`config.mk`:
```
export PLATFORM = sky130hd
export DESIGN_NAME = dvp_pattern_tx
export DESIGN_NICKNAME = d
export VERILOG_FILES = /design/src/rtl/dvp_pattern_tx.sv
export SDC_FILE = /design/constraint.sdc
export NUM_CORES = 1
export LEC_CHECK = 0
export BUFFER_PORTS_ARGS = -buffer_cell sky130_fd_sc_hd__buf_2
export CELL_PAD_IN_SITES_DETAIL_PLACEMENT = 0
export CELL_PAD_IN_SITES_GLOBAL_PLACEMENT = 1
export CORE_MARGIN = 2
export CORE_UTILIZATION = 42
export CTS_CLUSTER_SIZE = 24
export DETAILED_ROUTE_END_ITERATION = 6
export PLACE_DENSITY_LB_ADDON = 0.08
export SYNTH_ARGS = -nofsm -noshare
export SYNTH_HDL_FRONTEND = slang
export SYNTH_SLANG_ARGS = --single-unit
```
`constraint.sdc`:
```
create_clock -name clk -period 2.85 [get_ports clk]
set_input_delay 0.285 -clock clk [delete_from_list [all_inputs] [get_ports clk]]
set_output_delay 0.285 -clock clk [all_outputs]
set_load 0.02 [all_outputs]
```
`src/rtl/dvp_pattern_tx.sv`:
```
// rtl/dvp_pattern_tx.sv - DVP (cam_vsync/cam_href/cam_data) RGB565 colour-bar frame generator
// DVP_TX_PIX_IN_EN: adds pix_req/pix_data so pixel words come from an external source instead of bars.
module dvp_pattern_tx #(
   parameter int H_ACT   = 640,
   parameter int H_BLANK = 160,
   parameter int V_ACT   = 480,
   parameter int VSYNC_W = 4,
   parameter int V_BP    = 8,
   parameter int V_FP    = 8
) (
   input  logic        clk,
   input  logic        rst_n,
   input  logic        tx_en,
`ifdef DVP_TX_PIX_IN_EN
   output logic        pix_req,
   input  logic [15:0] pix_data,
`endif
   output logic        cam_vsync,
   output logic        cam_href,
   output logic [7:0]  cam_data,
   output logic        frame_done,
   output logic        busy
);
   localparam int LINE = 2 * H_ACT + H_BLANK;
   localparam int HW   = $clog2(LINE);
   localparam int VM_A = (V_ACT > V_BP) ? V_ACT : V_BP;
   localparam int VM_B = (V_FP > VSYNC_W) ? V_FP : VSYNC_W;
   localparam int VW   = $clog2(((VM_A > VM_B) ? VM_A : VM_B) + 1);
   localparam logic [HW-1:0] H_LAST = HW'(LINE - 1);
   localparam logic [HW-1:0] H_ACT2 = HW'(2 * H_ACT);

   typedef enum logic [2:0] {IDLE, VSYNC, VBP, ACTIVE, VFP} state_t;

   state_t        state, nxt_state;
   logic [HW-1:0] h_cnt, nxt_h;
   logic [VW-1:0] v_cnt, nxt_v;
   logic          nxt_act;
   logic [15:0]   pix;

   function automatic logic [VW-1:0] v_last(input state_t s);
      case (s)
         VSYNC:   v_last = VW'(VSYNC_W - 1);
         VBP:     v_last = VW'(V_BP - 1);
         ACTIVE:  v_last = VW'(V_ACT - 1);
         VFP:     v_last = VW'(V_FP - 1);
         default: v_last = '0;
      endcase
   endfunction

   // Outputs are registered from the position of the *next* cycle, so every
   // output lines up with state/h_cnt/v_cnt of the cycle it is shown in.
   always_comb begin
      nxt_state = state;
      nxt_h     = h_cnt;
      nxt_v     = v_cnt;
      if (state == IDLE) begin
         if (tx_en) nxt_state = VSYNC;
      end else if (h_cnt != H_LAST) begin
         nxt_h = h_cnt + HW'(1);
      end else begin
         nxt_h = '0;
         if (v_cnt != v_last(state)) begin
            nxt_v = v_cnt + VW'(1);
         end else begin
            nxt_v = '0;
            case (state)
               VSYNC:   nxt_state = (V_BP == 0) ? ACTIVE : VBP;
               VBP:     nxt_state = ACTIVE;
               ACTIVE:  nxt_state = VFP;
               default: nxt_state = tx_en ? VSYNC : IDLE;
            endcase
         end
      end
      nxt_act = (nxt_state == ACTIVE) && (nxt_h < H_ACT2);
   end

`ifndef DVP_TX_PIX_IN_EN
   localparam int BAR_W = H_ACT / 8;
   localparam int PW    = $clog2(BAR_W + 1);
   localparam int XW    = $clog2(H_ACT + 1);
   localparam logic [PW-1:0] PX_LAST = PW'(BAR_W - 1);

   logic          byte_sel;
   logic [XW-1:0] x_cnt, nxt_x;
   logic [PW-1:0] bar_px, nxt_px;
   logic [2:0]    bar_idx, nxt_bar;

   always_comb begin
      nxt_x   = x_cnt;
      nxt_px  = bar_px;
      nxt_bar = bar_idx;
      if (nxt_h == '0) begin
         nxt_x   = '0;
         nxt_px  = '0;
         nxt_bar = '0;
      end else if (byte_sel && nxt_act) begin
         nxt_x = x_cnt + XW'(1);
         if (bar_px == PX_LAST) begin
            nxt_px  = '0;
            nxt_bar = bar_idx + 3'd1;
         end else begin
            nxt_px = bar_px + PW'(1);
         end
      end
      case (nxt_bar)
         3'd0:    pix = 16'hFFFF;
         3'd1:    pix = 16'hFFE0;
         3'd2:    pix = 16'h07FF;
         3'd3:    pix = 16'h07E0;
         3'd4:    pix = 16'hF81F;
         3'd5:    pix = 16'hF800;
         3'd6:    pix = 16'h001F;
         default: pix = 16'h0000;
      endcase
   end

   always_ff @(posedge clk or negedge rst_n) begin
      if (!rst_n) begin
         byte_sel <= 1'b0;
         x_cnt    <= '0;
         bar_px   <= '0;
         bar_idx  <= '0;
      end else begin
         byte_sel <= nxt_h[0];
         x_cnt    <= nxt_x;
         bar_px   <= nxt_px;
         bar_idx  <= nxt_bar;
      end
   end
`else
   logic [7:0] pix_lo;
   logic       nxt_req, line_end, last_line;

   // Request in the cycle before each even byte; the high byte goes out
   // straight from pix_data, the low byte is held for the following cycle.
   always_comb begin
      line_end  = (nxt_h == H_LAST);
      last_line = (nxt_v == v_last(nxt_state));
      nxt_req   = ((nxt_state == ACTIVE) && nxt_h[0] && (nxt_h < H_ACT2 - HW'(1))) ||
                  (line_end && (((nxt_state == ACTIVE) && !last_line) ||
                                ((nxt_state == VBP) && last_line) ||
                                ((V_BP == 0) && (nxt_state == VSYNC) && last_line)));
      pix       = {pix_data[15:8], pix_lo};
   end

   always_ff @(posedge clk or negedge rst_n) begin
      if (!rst_n) begin
         pix_req <= 1'b0;
         pix_lo  <= '0;
      end else begin
         pix_req <= nxt_req;
         if (pix_req) pix_lo <= pix_data[7:0];
      end
   end
`endif

   always_ff @(posedge clk or negedge rst_n) begin
      if (!rst_n) begin
         state      <= IDLE;
         h_cnt      <= '0;
         v_cnt      <= '0;
         cam_vsync  <= 1'b0;
         cam_href   <= 1'b0;
         cam_data   <= 8'h00;
         frame_done <= 1'b0;
         busy       <= 1'b0;
      end else begin
         state      <= nxt_state;
         h_cnt      <= nxt_h;
         v_cnt      <= nxt_v;
         cam_vsync  <= (nxt_state == VSYNC);
         cam_href   <= nxt_act;
         cam_data   <= nxt_act ? (nxt_h[0] ? pix[7:0] : pix[15:8]) : 8'h00;
         frame_done <= (nxt_state == VFP) && (nxt_v == v_last(VFP)) && (nxt_h == H_LAST);
         busy       <= (nxt_state != IDLE);
      end
   end
endmodule
```
Word-level counts from Yosys, hierarchy flattened

Index checks and enable logic that the tools add are counted.

Bits in registers: 46
Bits of input ports: 3

Add/sub/neg operators: 4
Order comparisons: 1
Equality and inequality tests: 18
Mux-type cells: 23
Reductions and logical operators: 10

Operators by type and width:

| kind                                                            | number |
|---|---|
| 16-bit case mux with 7 select lines                             | 1 |
| 9-bit two-way mux                                               | 5 |
| 9-bit case mux with 3 select lines                              | 1 |
| 11-bit two-way mux                                              | 2 |
| 3-bit two-way mux                                               | 7 |
| 7-bit two-way mux                                               | 3 |
| 8-bit two-way mux                                               | 2 |
| 3-bit by 2-bit == test with 1-bit output, second input constant | 5 |
| 3-bit == test, second input constant                            | 5 |
| 11-bit by 1-bit adder with 11-bit output, second input constant | 1 |
| 11-bit == test, second input constant                           | 1 |
| 11-bit logical NOT                                              | 1 |
| 11-bit < comparator, second input constant                      | 1 |
| 11-bit inequality test, second input constant                   | 1 |
| 9-bit by 1-bit adder with 9-bit output, second input constant   | 1 |
| 3-bit by 1-bit == test with 1-bit output, second input constant | 3 |
| 9-bit by 3-bit == test with 1-bit output, second input constant | 1 |
| 9-bit inequality test                                           | 1 |
| 3-bit case mux with 3 select lines                              | 1 |
| 7-bit by 1-bit adder with 7-bit output, second input constant   | 1 |
| 7-bit == test, second input constant                            | 1 |
| 3-bit logical NOT                                               | 2 |
| 1-bit logical AND                                               | 4 |
| 3-bit by 1-bit adder with 3-bit output, second input constant   | 1 |
| 4 further kinds                                                 | 4 |

Depth between registers and ports, before layout

Gate-level depths: netlist (run 1).

Depth in word-level cells: 18
Mapped depth: 10
Mapped depth without buffers: 9

Worst setup path before layout (run 1)

No wires, ideal clock.

Path type: register -> register
Start: reg state[0]
End: reg bar_px[5]
Library setup time: 0.078 ns
Data arrival time: 2.946 ns
Data required time: 2.772 ns
Setup slack: -0.174 ns
Cell stages (with the launch flop): 11
Cell sequence: dfrtp_1 or3_1 buf_6 a2111o_1 o211a_1 buf_6 or4_4 buf_6 a211o_4 or3_1 a21oi_1

Word-level cells in the longest chain between the ends: 13

RTL lines:

| item                                                                      | line   | text |
|---|---|---|
| start, declared                                                           | 34     | `state_t state, nxt_state;` |
| start signal, assigned                                                    | 168    | `state <= nxt_state;` |
| 3-bit by 2-bit == test with 1-bit output or 3-bit == test (tied branches) | 41, 66 |  |
| 2-bit OR reduction (no source line)                                       | --     |  |
| 9-bit case mux with 3 select lines                                        | 41     | `case (s)` |
| 9-bit two-way mux                                                         | 58     | `end else if (h_cnt != H_LAST) begin` |
| 9-bit two-way mux                                                         | 56     | `if (state == IDLE) begin` |
| 9-bit inequality test                                                     | 62     | `if (v_cnt != v_last(state)) begin` |
| 3-bit two-way mux                                                         | 62     |  |
| 3-bit two-way mux                                                         | 58     |  |
| 3-bit two-way mux                                                         | 56     |  |
| 3-bit by 2-bit == test with 1-bit output                                  | 74     | `nxt_act = (nxt_state == ACTIVE) && (nxt_h < H_ACT2);` |
| 1-bit logical AND                                                         | 74     |  |
| 1-bit logical AND                                                         | 96     | `end else if (byte_sel && nxt_act) begin` |
| 2-bit nonzero test (no source line)                                       | --     |  |
| end signal, assigned                                                      | 126    | `bar_px <= nxt_px;` |
| end, declared                                                             | 85     | `logic [PW-1:0] bar_px, nxt_px;` |

Several ways; a longest one is shown, not always the timed one. The select of a mux whose other input is x is not followed.
A chain may end at the register's enable or synchronous reset.

Final worst setup path (run 1)

Start: reg state[2]
End: reg bar_px[6]

Same word-level chain as after synthesis.

==> reports/qor.csv, run 1 <==
stage,metric,value,unit
outcome,status,finished clean,
yosys,syn_inst,274,
sta,fmax,360,MHz
yosys,ys.flop_type,dfrtp_1,
yosys,synth_fp_nets,281,
floorplan,coreArea,5850,um^2
worst_setup_path,path_cells,"buf_4, nand3b_1, or3_4, a21o_1, or4_4, buf_12, a2111oi_4, mux2i_1, a31oi_1",
sta,finalCritPeriodShare,97.4,%
yosys,async_reset_ff_share,100,%
global_route,top_usage_layer,met2,
placement,port_buffers,14,
cts,clk_latency,0.29,ns
global_route,grtUsageMet2,32.5,%
global_route,met1_usage,29.5,%
global_route,groute.usage.overall,21.1,%
worst_setup_path,r2r_end,bar_px[6],
yosys,yosysWarnings,0,
cts,holdBufCountCts,0,
worst_setup_path,rrSetupSlack,0.07,ns
final_layout,diodes,0,
global_route,grt_max_degree,41,
final_layout,area_growth,15.9,%
cts,cts_max_level,2,
global_route,grt_pass1_wl,10600,um
yosys,ys_ff_latch,40,
cts,path_clk_slew,0.08,ns
floorplan,start_util,42.9,%
worst_setup_path,end_kind,flip-flop,
worst_setup_path,worst-r2r-cell-count,9,
global_route,met3_usage,4.11,%
sta,fin_tns_setup,0,ns
yosys,synth_area_per_cell,9.17,um^2
drt,vias_per_cell,5.79,
final_layout,final_cell_area,2910,um^2
sta,finalClockSkew,0.00285,ns
global_route,antenna_found_initial,0,
worst_setup_path,reg2reg_from,state[2],
yosys,synth_edf_count,0,
final_layout,fin_nets,309,
sta,period_needed,2.78,ns
drt,first_pass_iters,4,
flow_run,drv_cap,0,
worst_setup_path,endpoint,bar_px[6],
floorplan,rows,28,
worst_hold_path,hp-class,input port to async pin,
sta,hold-worst-slack,0.123,ns
cts,cts_buffers,5,
power,p_leak,1.27,nW
yosys,synth_top_area_cell,dfrtp_1,
cts,cts.sinks,40,
worst_setup_path,cp_slowest_cell,or4_4,
yosys,synth_area_leaders,"dfrtp_1, nand2_1, xor2_1",
yosys,synth.distinct_cells,62,
worst_setup_path,cp.arrival,2.95,ns
yosys,netlist.area_leader.share,39.8,%
worst_setup_path,critPathMaxStageDelay,0.54,ns
sta,hold_violations,0,
global_route,overflow,0,
floorplan,die_h,81.3,um
final_layout,n_fill_cell,588,
cts,cts-root-buf,clkbuf_8,
floorplan,pin_count,15,
worst_setup_path,start_kind,flip-flop,
drt,drc_errors,0,
worst_setup_path,crit_fanout,5,
yosys,synthesis.area,2510,um^2
sta,setup_viol,0,
drt,wl_per_cell,16.7,um
sta,fin_ws,0.0729,ns
yosys,synth.top_cells.by_count,"dfrtp_1, nand2_1, a21oi_1, nor2_1, nor3_1",
final_layout,drive_above_1_share,21.8,%
worst_setup_path,crit_start,state[2],
drt,vias,2189,
worst_setup_path,crit_type,flip-flop to flip-flop,
worst_setup_path,crit_required,3.03,ns
placement,postPlaceCellArea,2760,um^2
floorplan,die_area,6620,um^2
yosys,yosysSeqAreaShare,39.8,%
floorplan,die_x,81.3,um
placement,dp_hpwl,4620,um
cts,cts_tree,done,
sta,slew_headroom,38.4,%
power,p_per_area,517,nW/um^2
drt,routed_wl,6330,um
cts,cts_buffer_depth,2,
sta,tightest_slew,0.923,ns
yosys,synth_most_common_cell,dfrtp_1,
placement,gp_congestion,0.791,
drt,ant_nets,0,
placement,dp_slack,0.0662,ns
power,p_total,0.00151,W
global_route,grt_pass1_vias,2123,
drt,drt_iter0_markers,87,
sta,maxSlewViolCount,0,
power,ir_worst_vdd,0.253,mV
## registers in the layout, indices dropped and copies added (netlist names)
signal      count
cam_href        1
bar_idx         3
h_cnt          11
v_cnt           9
cam_vsync       1
cam_data        3
bar_px          7
busy            1
state           3
frame_done      1
## per-layer routing
layer	share of wire [%]	wire length, um	up-vias
li1	-	-	1071
met1	49	3080	1074
met2	47	2950	36
met3	3.0	188	8
met4	1.7	105	0
met5	0	0	-
## stage by stage
step                instances  utilization, %
global placement          368            47.2
CTS                       376            48.7
floorplan                 274               -
global route              378            49.8
detailed placement        368            47.2
finish                    378            49.8
## placed cells by master, fill, tap and decap left out, types with 3 or more instances in the layout
cell	n
dfrtp_1	40
o211ai_1	4
ha_1	4
inv_1	10
nand4_1	5
clkbuf_8	6
or3_1	4
a211oi_1	3
a21oi_1	14
and3_1	4
nand2_1	24
o21ai_1	8
buf_2	14
nand3_1	12
nor2_1	15
nand4b_1	3
xnor2_1	6
o21ai_0	5
xor2_1	9
and2_1	4
mux2i_1	5
nor4_1	3
nor3b_1	3
nor3_1	13
and4_1	3
a211o_1	3
buf_4	28
a31oi_1	3
## cells by family (layout without fill, tap and decap cells)
group           after synthesis  in the layout  synth area share (%)
buf+inv                      33             62                  6.57
mux                           6              6                  2.44
fa+ha+maj                     4              4                  1.99
simple gates                112            112                  25.2
xor+xnor                     15             15                  5.23
flops                        40             40                  39.8
compound gates               64             64                  18.7
## how the worst min path moves through the flow
stage                     start     endpoint  slack, ns  depth (start not counted)
after global placement    rst_n     cam_href       0.48                          1
after global routing      rst_n  cam_data[4]       0.22                          1
after CTS                 rst_n     cam_href       0.16                          1
final                     rst_n  cam_data[2]       0.12                          1
after detailed placement  rst_n     cam_href       0.49                          1
after floorplan           rst_n   bar_idx[0]      -0.01                          0
## area by class of cell
class	instances	area [um^2]	share of cell area, %
Multi-Input combinational cell	201	1390	47.6
Tap cell	75	93.8	3.22
Timing Repair Buffer	43	300	10.3
Clock buffer	8	90.1	3.09
Inverter	11	41.3	1.42
Sequential cell	40	1000	34.4
## power breakdown
group / internal, W / switching [W]
combinational: 0.000172 / 0.000260
sequential: 0.000617 / 0.0000619
clock: 0.000198 / 0.000198
## critical path, delay by kind of cell, from the launching register on
| family | cells | cell delay [ns] |
|---|---|---|
| AO/OA/AOI/OAI | 3 | 0.63 |
| AND/OR/NAND/NOR | 3 | 1.10 |
| flip-flops | 1 | 0.39 |
| multiplexers | 1 | 0.23 |
| buffers and inverters | 2 | 0.31 |
## repair_timing
action                     4_1_cts  5_1_grt
gates resized for setup          0        7
buffers inserted                 0        2
setup endpoints to repair        0        7
Power figures use the tool's default switching activity.
==> run 2: changes to the inputs <==
--- a/config.mk
+++ b/config.mk
@@ -9,7 +9,7 @@
 export CELL_PAD_IN_SITES_DETAIL_PLACEMENT = 0
 export CELL_PAD_IN_SITES_GLOBAL_PLACEMENT = 1
 export CORE_MARGIN = 2
-export CORE_UTILIZATION = 42
+export CORE_UTILIZATION = 47
 export CTS_CLUSTER_SIZE = 24
 export DETAILED_ROUTE_END_ITERATION = 6
 export PLACE_DENSITY_LB_ADDON = 0.08
==> constraint.sdc (replaced) <==
create_clock -name clk -period 2.9 [get_ports clk]
set_input_delay 0.29 -clock clk [delete_from_list [all_inputs] [get_ports clk]]
set_output_delay 0.29 -clock clk [all_outputs]
set_load 0.02 [all_outputs]
==> reports/qor.csv, run 2 (synthesized netlist as in run 1, its figures left out) <==
stage,metric,value,unit,change
cts,cts_max_level,2,,unchanged
power,p_total,0.00159,W,+5.6%
placement,dp_hpwl,4430,um,-4.1%
global_route,antenna_found_initial,0,,unchanged
drt,vias,2208,,+0.87%
sta,fmax,357,MHz,-0.89%
sta,maxSlewViolCount,0,,unchanged
cts,cts_buffer_depth,2,,unchanged
final_layout,diodes,0,,unchanged
floorplan,die_area,5950,um^2,-10%
final_layout,fin_nets,311,,+0.65%
power,p_per_area,541,nW/um^2,+4.7%
power,p_leak,1.29,nW,+1.6%
worst_setup_path,critPathMaxStageDelay,0.48,ns,-0.06 ns
power,ir_worst_vdd,0.306,mV,+21%
final_layout,reg_top3,"h_cnt (11), v_cnt (9), bar_px (7)",,
final_layout,drive_above_1_share,22.0,%,+0.19 points
cts,cts.sinks,40,,unchanged
floorplan,start_util,48.9,%,+5.9 points
flow_run,drv_cap,0,,unchanged
final_layout,regArea,1000,um^2,unchanged
floorplan,pin_count,15,,unchanged
final_layout,mostFrequentLayoutCells,"dfrtp_1, buf_4, nand2_1, nor2_1",,
sta,finalCritPeriodShare,96.6,%,-0.82 points
floorplan,coreArea,5140,um^2,-12%
final_layout,final_common_cell,dfrtp_1,,
sta,hold-worst-slack,0.104,ns,-0.0189 ns
placement,gp_congestion,0.834,,+5.5%
final_layout,n_fill_cell,502,,-15%
final_layout,largest_reg_flops,11,,unchanged
worst_setup_path,end_kind,flip-flop,,
cts,cts_tree,done,,
worst_setup_path,start_kind,flip-flop,,
final_layout,area_growth,16.9,%,
worst_setup_path,cp.buffers_inverters,1,,-1
worst_setup_path,crit_type,flip-flop to flip-flop,,
global_route,grt_pass1_wl,10600,um,-0.20%
outcome,status,finished clean,,
sta,period_needed,2.80,ns,+0.0251 ns
floorplan,die_x,77.1,um,-5.2%
drt,drt_iter0_markers,161,,+85%
sta,rsz0062_at_grt,false,,
placement,dp_slack,0.114,ns,+0.0476 ns
worst_setup_path,crit_required,3.13,ns,+0.10 ns
placement,port_buffers,14,,unchanged
sta,hold_violations,0,,unchanged
sta,fin_ws,0.0978,ns,+0.0249 ns
sta,tightest_slew,0.898,ns,-0.0258 ns
global_route,overflow,0,,unchanged
sta,setup_viol,0,,unchanged
final_layout,multiInputGateArea,1380,um^2,-0.27%
worst_setup_path,cp_top_family,simple AND/OR/NAND/NOR gates,,
drt,vias_per_cell,5.89,,+1.7%
sta,slew_headroom,40.2,%,+1.7 points
floorplan,rows,26,,-7.1%
worst_setup_path,cp.arrival,3.03,ns,+0.08 ns
worst_setup_path,path_cells,"buf_4, nand3b_1, or3_1, a21o_1, or4_4, a211o_4, or3_1, a21oi_2",,
worst_hold_path,hp-class,input port to async pin,,
cts,path_clk_slew,0.08,ns,about the same
floorplan,die_h,77.1,um,-5.2%
drt,ant_nets,0,,unchanged
drt,drc_errors,0,,unchanged
sta,fin_tns_setup,0,ns,unchanged
global_route,grt_pass1_vias,2157,,+1.6%
worst_setup_path,crit_fanout,9,,+4
final_layout,regMostFlops,h_cnt,,
worst_setup_path,crit_top_cell,or3_1,,
cts,cts-root-buf,clkbuf_8,,
drt,wl_per_cell,16.5,um,-1.4%
sta,finalClockSkew,0.00706,ns,+0.00422 ns
worst_setup_path,cp_slowest_cell,or4_4,,
drt,first_pass_iters,4,,unchanged
cts,clk_latency,0.30,ns,about the same
cts,cts_buffers,5,,unchanged
global_route,groute.usage.overall,22.2,%,+1.1 points
cts,holdBufCountCts,0,,unchanged
global_route,grt_max_degree,41,,unchanged
drt,routed_wl,6190,um,-2.2%
-- run 2: changes by cell type in the layout (fill, tap and decap cells not counted), sizes merged --
cell    before  now
buf         43   45
clkbuf       8    6
clkinv       0    1
bufinv       0    1
-- run 2: area by class of cell --
type,instances,share of cell area [%]
clock inverter,2,1.32
timing repair buffer,45,10.3
tap,70,2.98
multi-input combinational,201,47.1
clock buffer,6,2.81
sequential,40,34.1
inverter,11,1.41
-- run 2: per-stage QoR --
stage | area [um^2] | std cells | util [%]
5_1_grt | 2940 | 375 | 57.1
3_3_place_gp | 2760 | 363 | 53.6
3_5_place_dp | 2760 | 363 | 53.6
2_1_floorplan | 2520 | 274 | -
4_1_cts | 2880 | 371 | 56.0
6_report | 2940 | 375 | 57.1
-- run 2: final timing paths --
| kind | startpoint | endpoint | depth (start not counted) | slack [ns] |
|---|---|---|---|---|
| worst max-delay path | state[1] | bar_px[5] | 8 | 0.1 |
| worst min-delay path | rst_n | bar_px[6] | 1 | 0.10 |
| worst max register to register | state[1] | bar_px[5] | 8 | 0.1 |
| worst min register to register | bar_px[1] | bar_px[1] | 2 | 0.55 |
| max in group asynchronous | rst_n | v_cnt[6] | 1 | 2.22 |
| min in group clk | tx_en | state[0] | 3 | 0.35 |
-- run 2: power breakdown --
group / internal [W] / leakage [nW] / switching, W
Sequential: 0.000606 / 0.528 / 0.0000488
Clock: 0.000282 / 0.0614 / 0.000214
Combinational: 0.000171 / 0.701 / 0.000269
-- run 2: routing by layer --
layer / routed length (um) / vias up / GRT usage, % / part of all wire (%)
met4: 69 / 0 / 6.79 / 1.1
met2: 2910 / 61 / 35.9 / 47
met5: 0 / - / 0 / 0
li1: - / 1077 / - / -
met1: 2950 / 1063 / 31.4 / 48
met3: 259 / 7 / 2.59 / 4.2
-- run 2: repair_timing --
item / CTS / global route
setup endpoints to repair: 0 / 14
resized for setup: 0 / 5
setup buffers: 0 / 4
